$ cat src/rtl/psum_ofifo.sv
// -----------------------------------------------------------------------------
// psum_ofifo
//
// Output collection stage behind the chained mac_col columns. Each column
// writes its psum on its own cycle (one cycle of skew per column), so every
// column gets an independent FIFO. A full row is offered only when every
// column holds at least one entry; a row read pops all columns together and
// presents the row on a registered output one cycle later.
//
// Optional feature (macro PSUM_OFIFO_DROP_CNT_EN):
//   adds a 16-bit saturating drop counter output, drop_cnt.
//
// Parameters:
//   col      number of mac_col columns collected
//   bw_psum  width of one column psum
//   depth    entries per column FIFO (power of 2, >= 2)
//
// Ports:
//   clk        clock, rising edge
//   reset      asynchronous active-low reset
//   in         column c psum on [c*bw_psum +: bw_psum]
//   wr         per-column write strobe
//   rd         row read request
//   o_valid    every column FIFO is non-empty (combinational)
//   o_full     at least one column FIFO is full
//   out        registered row, column c on [c*bw_psum +: bw_psum]
//   out_valid  one-cycle pulse: out holds a newly popped row
//   o_ovf      sticky: a write was dropped since reset
//   drop_cnt   (optional) number of dropped writes, saturating
// -----------------------------------------------------------------------------
module psum_ofifo #(
    parameter int col     = 8,
    parameter int bw_psum = 32,
    parameter int depth   = 8
) (
    input  logic                   clk,
    input  logic                   reset,
    input  logic [col*bw_psum-1:0] in,
    input  logic [col-1:0]         wr,
    input  logic                   rd,
    output logic                   o_valid,
    output logic                   o_full,
    output logic [col*bw_psum-1:0] out,
    output logic                   out_valid,
    output logic                   o_ovf
`ifdef PSUM_OFIFO_DROP_CNT_EN
    ,
    output logic [15:0]            drop_cnt
`endif
);

    localparam int AW = $clog2(depth);

    typedef logic [AW-1:0] ptr_t;
    typedef logic [AW:0]   cnt_t;

    ptr_t wr_ptr_q [col];
    ptr_t wr_ptr_d [col];
    ptr_t rd_ptr_q [col];
    ptr_t rd_ptr_d [col];
    cnt_t count_q  [col];
    cnt_t count_d  [col];

    logic [bw_psum-1:0] mem_q [col][depth];

    logic [col-1:0]         empty;
    logic [col-1:0]         full;
    logic [col-1:0]         push;
    logic [col-1:0]         drop;
    logic                   pop;
    logic [col*bw_psum-1:0] head_row;
    logic [col*bw_psum-1:0] out_q;
    logic                   out_valid_q;
    logic                   ovf_q;
    logic                   ovf_d;

    always_comb begin
        // NOTE: every signal driven here gets a value on every path first,
        // otherwise synthesis infers a latch to hold the old value.
        empty = '0;
        full  = '0;
        for (int c = 0; c < col; c++) begin
            empty[c] = (count_q[c] == '0);
            full[c]  = (count_q[c] == cnt_t'(depth));
        end
    end

    assign o_valid = ~|empty;
    assign o_full  = |full;
    assign pop     = rd & o_valid;

    // A full column may still accept a write in the cycle it is popped.
    assign push = wr & (~full | {col{pop}});
    assign drop = wr & full & {col{~pop}};

    always_comb begin
        head_row = '0;
        for (int c = 0; c < col; c++) begin
            wr_ptr_d[c] = push[c] ? wr_ptr_q[c] + ptr_t'(1) : wr_ptr_q[c];
            rd_ptr_d[c] = pop     ? rd_ptr_q[c] + ptr_t'(1) : rd_ptr_q[c];
            case ({push[c], pop})
                2'b10:   count_d[c] = count_q[c] + cnt_t'(1);
                2'b01:   count_d[c] = count_q[c] - cnt_t'(1);
                default: count_d[c] = count_q[c];
            endcase
            head_row[c*bw_psum +: bw_psum] = mem_q[c][rd_ptr_q[c]];
        end
        ovf_d = ovf_q | (|drop);
    end

    // NOTE: sequential state uses non-blocking assignments so every register
    // samples pre-edge values regardless of statement order.
    always_ff @(posedge clk or negedge reset) begin
        if (!reset) begin
            for (int c = 0; c < col; c++) begin
                wr_ptr_q[c] <= '0;
                rd_ptr_q[c] <= '0;
                count_q[c]  <= '0;
            end
            out_q       <= '0;
            out_valid_q <= 1'b0;
            ovf_q       <= 1'b0;
        end else begin
            for (int c = 0; c < col; c++) begin
                wr_ptr_q[c] <= wr_ptr_d[c];
                rd_ptr_q[c] <= rd_ptr_d[c];
                count_q[c]  <= count_d[c];
            end
            out_valid_q <= pop;
            if (pop) begin
                out_q <= head_row;
            end
            ovf_q <= ovf_d;
        end
    end

    // NOTE: storage has no reset; counts gate every read, so stale contents
    // are never observable and the array can map onto plain RAM.
    always_ff @(posedge clk) begin
        for (int c = 0; c < col; c++) begin
            if (push[c]) begin
                mem_q[c][wr_ptr_q[c]] <= in[c*bw_psum +: bw_psum];
            end
        end
    end

    assign out       = out_q;
    assign out_valid = out_valid_q;
    assign o_ovf     = ovf_q;

`ifdef PSUM_OFIFO_DROP_CNT_EN
    logic [15:0] drop_cnt_q;
    logic [15:0] drop_cnt_d;
    logic [16:0] drop_sum;

    // One spare bit catches the carry so the count can clamp at all-ones.
    always_comb begin
        drop_sum = {1'b0, drop_cnt_q};
        for (int c = 0; c < col; c++) begin
            drop_sum = drop_sum + 17'(drop[c]);
        end
        drop_cnt_d = drop_sum[16] ? 16'hFFFF : drop_sum[15:0];
    end

    always_ff @(posedge clk or negedge reset) begin
        if (!reset) begin
            drop_cnt_q <= '0;
        end else begin
            drop_cnt_q <= drop_cnt_d;
        end
    end

    assign drop_cnt = drop_cnt_q;
`endif

endmodule
$ cat config.mk
export PLATFORM = sky130hd
export DESIGN_NAME = psum_ofifo
export DESIGN_NICKNAME = d
export VERILOG_FILES = /design/src/rtl/psum_ofifo.sv
export SDC_FILE = /design/constraint.sdc
export NUM_CORES = 2
export LEC_CHECK = 0
export CAP_MARGIN = 5
export CORE_MARGIN = 8
export CORE_UTILIZATION = 50
export DETAILED_ROUTE_END_ITERATION = 10
export GPL_ROUTABILITY_DRIVEN = 0
export PLACE_DENSITY = 0.8
export REMOVE_ABC_BUFFERS = 1
export SYNTH_ARGS = -nofsm -noshare
export SYNTH_HDL_FRONTEND = slang
export SYNTH_SLANG_ARGS = --single-unit
$ cat constraint.sdc
create_clock -name clk -period 6.6 [get_ports clk]
set_input_delay 1.32 -clock clk [delete_from_list [all_inputs] [get_ports clk]]
set_output_delay 1.32 -clock clk [all_outputs]
set_load 0.03 [all_outputs]
==> out/results.txt <==
CTS tree - built
final slew viol count - 0
Die H - 441 µm
Pleak - 35.6 nW
Post-synth top flop - edfxtp_1
RSZ-0062 raised after global routing - false
Internal - 33.9 mW
initial antenna violation count - 54
Setup CP Type - flip-flop to output port
Max-Cap Viols - 0
post-synthesis register bit count - 2386
Routed Antenna Nets - 0
Slew HR - 19.3%
slowest CP cell - clkdlybuf4s50_1
Sw Share - 31.9%
clk_lat worst skew - 0.86 ns
die area - 194000 µm²
CP Cell Sequence - nor4_1 -> or4_1 -> nor2_1 -> clkdlybuf4s50_1
final hold vios - 0
vias in the first global route - 45.6k
area grow syn2layout - 18.1%
vias per cell - 5.74
FMAX - 215 MHz
reg2reg path depth - 12
first-pass GRT wire length - 293000 µm
Fill cells - 12.4k
drt drc - 0
combinational share of power - 29.8%
IO Count - 527
Max IR drop VDD - 0.000381 V
number of detailed-route iterations in the first pass - 5
syn_area_per_cell - 20.9 µm²
TritonCTS buffer count - 227
Routed WL - 196000 µm
Tot GR Track Use - 20.0%
Net Switching - 15.9 mW
htree depth - 4
CP Max Fanout - 8
multi-input logic area - 19500 µm²
sequential power share - 43.2%
post-CTS sizing - 0
reg2reg start - count_q[22]$_DFFE_PN0P_
Placed Instance Area - 98600 µm²
Crit Reg-Reg Endpoint - count_q[22]$_DFFE_PN0P_
register area - 70000 µm²
Worst Path Required - 5.28 ns
reg2reg setup slack - 2.20 ns
Crit path max-delay family - simple AND/OR/NAND/NOR gates
Clock power frac - 27.0%
starting density of the core - 50.1%
# rows - 156
CTS root buf - clkbuf_16
Yosys warnings - 0
via count - 43.2k
Startpoint Class - flip-flop
most frequent cells in the layout - 2048 x edfxtp_1, 525 x clkdlybuf4s50_1, 512 x mux4_2
Crit path buffers/inverters - 1
post-detail-place hpwl - 112000 µm
CP max stage delay - 0.90 ns
final net count - 5219
most common cell after layout, fill and taps aside - edfxtp_1
fin crit period - 4.65 ns
register area share after synthesis - 77.6%
critical path endpoint category - output port
WP data arrival - 3.33 ns
die width - 441 µm
synthesized cell area - 90100 µm²
Worst Skew - 0.0316 ns
Post-CTS Hold Fix Bufs - 0
Overflow after GRT - 0
initial DRC count - 3561
P per Cell Area - 467 nW/µm²
largest net degree at the start of global routing - 222
post-CTS setup buffer count - 0
layout cell share with drive strength beyond 1 - 20.8%
clock-pin slew on the worst setup and hold paths - 0.06 ns
Clock Path Buffers - 3
drt wl/cell - 26.1 µm
Worst-Margin Slew - 1.21 ns
Yosys cell types - 48
Port Buffer Count - 526
Core Area - 180000 µm²
total negative slack - 0 ns
asr flop ratio synth - 14.2%
Post-synth EDFFs - 2048
synthesized instance count - 4305
Setup violations, final - 0
crit share post-route - 70.5%
Power, Total - 49.7 mW
total clock sinks - 2386
status - complete, no violations
Hold WC Path Type - input port to async pin
final instance area - 106000 µm²
-- power groups by stage --
| stage | combinational [mW] | clock [mW] | sequential (mW) |
|---|---|---|---|
| after detailed placement | 15.0 | 0 | 21.8 |
| after floorplan | 7.97 | 0 | 23.6 |
| after CTS | 15.1 | 13.7 | 21.5 |
| final | 14.8 | 13.4 | 21.5 |
| after global routing | 16.0 | 14.2 | 21.8 |
| after global placement | 14.7 | 0 | 21.6 |
-- cell families after synthesis --
family,after synthesis,synth area share (%)
xor+xnor,63,0.612
simple gates,475,2.36
mux,807,16.1
fa+ha+maj,24,0.333
flops,2386,77.6
buf+inv,233,1.12
compound gates,317,1.88
-- flip-flops by register name, indices dropped and copies added, names as in the netlist --
register,cells
mem_q,2048
out,256
count_q,32
rd_ptr_q,24
wr_ptr_q,24
o_ovf,1
out_valid,1
-- cells in the mapped netlist, types with 5 or more instances --
master    instances  area share (%)
edfxtp_1       2048              68
mux4_2          512              13
dfrtp_1         338             9.4
nand2_1         310             1.3
mux2i_1         287             3.2
o21ai_0         273             1.5
clkbuf_1        134            0.56
buf_2            75            0.42
xnor2_1          48            0.47
nor3_1           39            0.22
nor2_1           36            0.15
ha_1             24            0.33
nor4_1           15            0.10
xor2_1           15            0.15
nand3_1          12           0.067
buf_1            11           0.046
o211ai_1         11           0.092
or4_1            11           0.092
a31oi_1          10           0.069
and2_1            8           0.056
mux2_2            8            0.10
nor3b_1           8           0.067
nand2b_1          7           0.049
nand4_1           7           0.049
a22oi_1           6           0.050
buf_4             6           0.050
nand3b_1          5           0.042
-- layout make-up --
type / instances / share of cell area, %
Antenna cell: 30 / 0.0705
Clock buffer: 309 / 5.91
Clock inverter: 125 / 1.45
Inverter: 4 / 0.0165
Multi-Input combinational cell: 1686 / 18.3
Sequential cell: 2386 / 65.8
Tap cell: 2370 / 2.78
Timing Repair Buffer: 623 / 5.68
-- worst max path at each step --
stage / start / endpoint / slack (ns) / cells after the start
finish: count_q[21]$_DFFE_PN0P_ / o_valid / 1.95 / 4
global route: count_q[21]$_DFFE_PN0P_ / o_valid / 1.78 / 4
CTS: count_q[21]$_DFFE_PN0P_ / o_valid / 1.80 / 4
detailed placement: rd / count_q[22]$_DFFE_PN0P_ / 1.44 / 11
global placement: rd / count_q[22]$_DFFE_PN0P_ / 1.52 / 11
floorplan: rd / mem_q[0][192]$_DFFE_PP_ / -3.40 / 4
-- metrics by stage --
| step | setup slack [ns] | instances | hold slack, ns | util [%] |
|---|---|---|---|---|
| floorplan | -3.40 | 4076 | 0.455 | - |
| global placement | 1.52 | 7069 | 0.441 | 54.8 |
| detailed placement | 1.44 | 7069 | 0.460 | 54.8 |
| CTS | 1.80 | 7503 | 0.400 | 59.1 |
| global route | 1.78 | 7526 | 0.448 | 59.2 |
| finish | 1.95 | 7533 | 0.450 | 59.2 |
-- layer usage --
layer | track usage [%] | routed length (µm) | up-vias
li1 | - | - | 18800
met1 | 25.3 | 76300 | 22800
met2 | 34.5 | 103000 | 1313
met3 | 3.70 | 10500 | 365
met4 | 8.06 | 6880 | 14
met5 | 0 | 104 | -
Power figures use the tool's default switching activity.
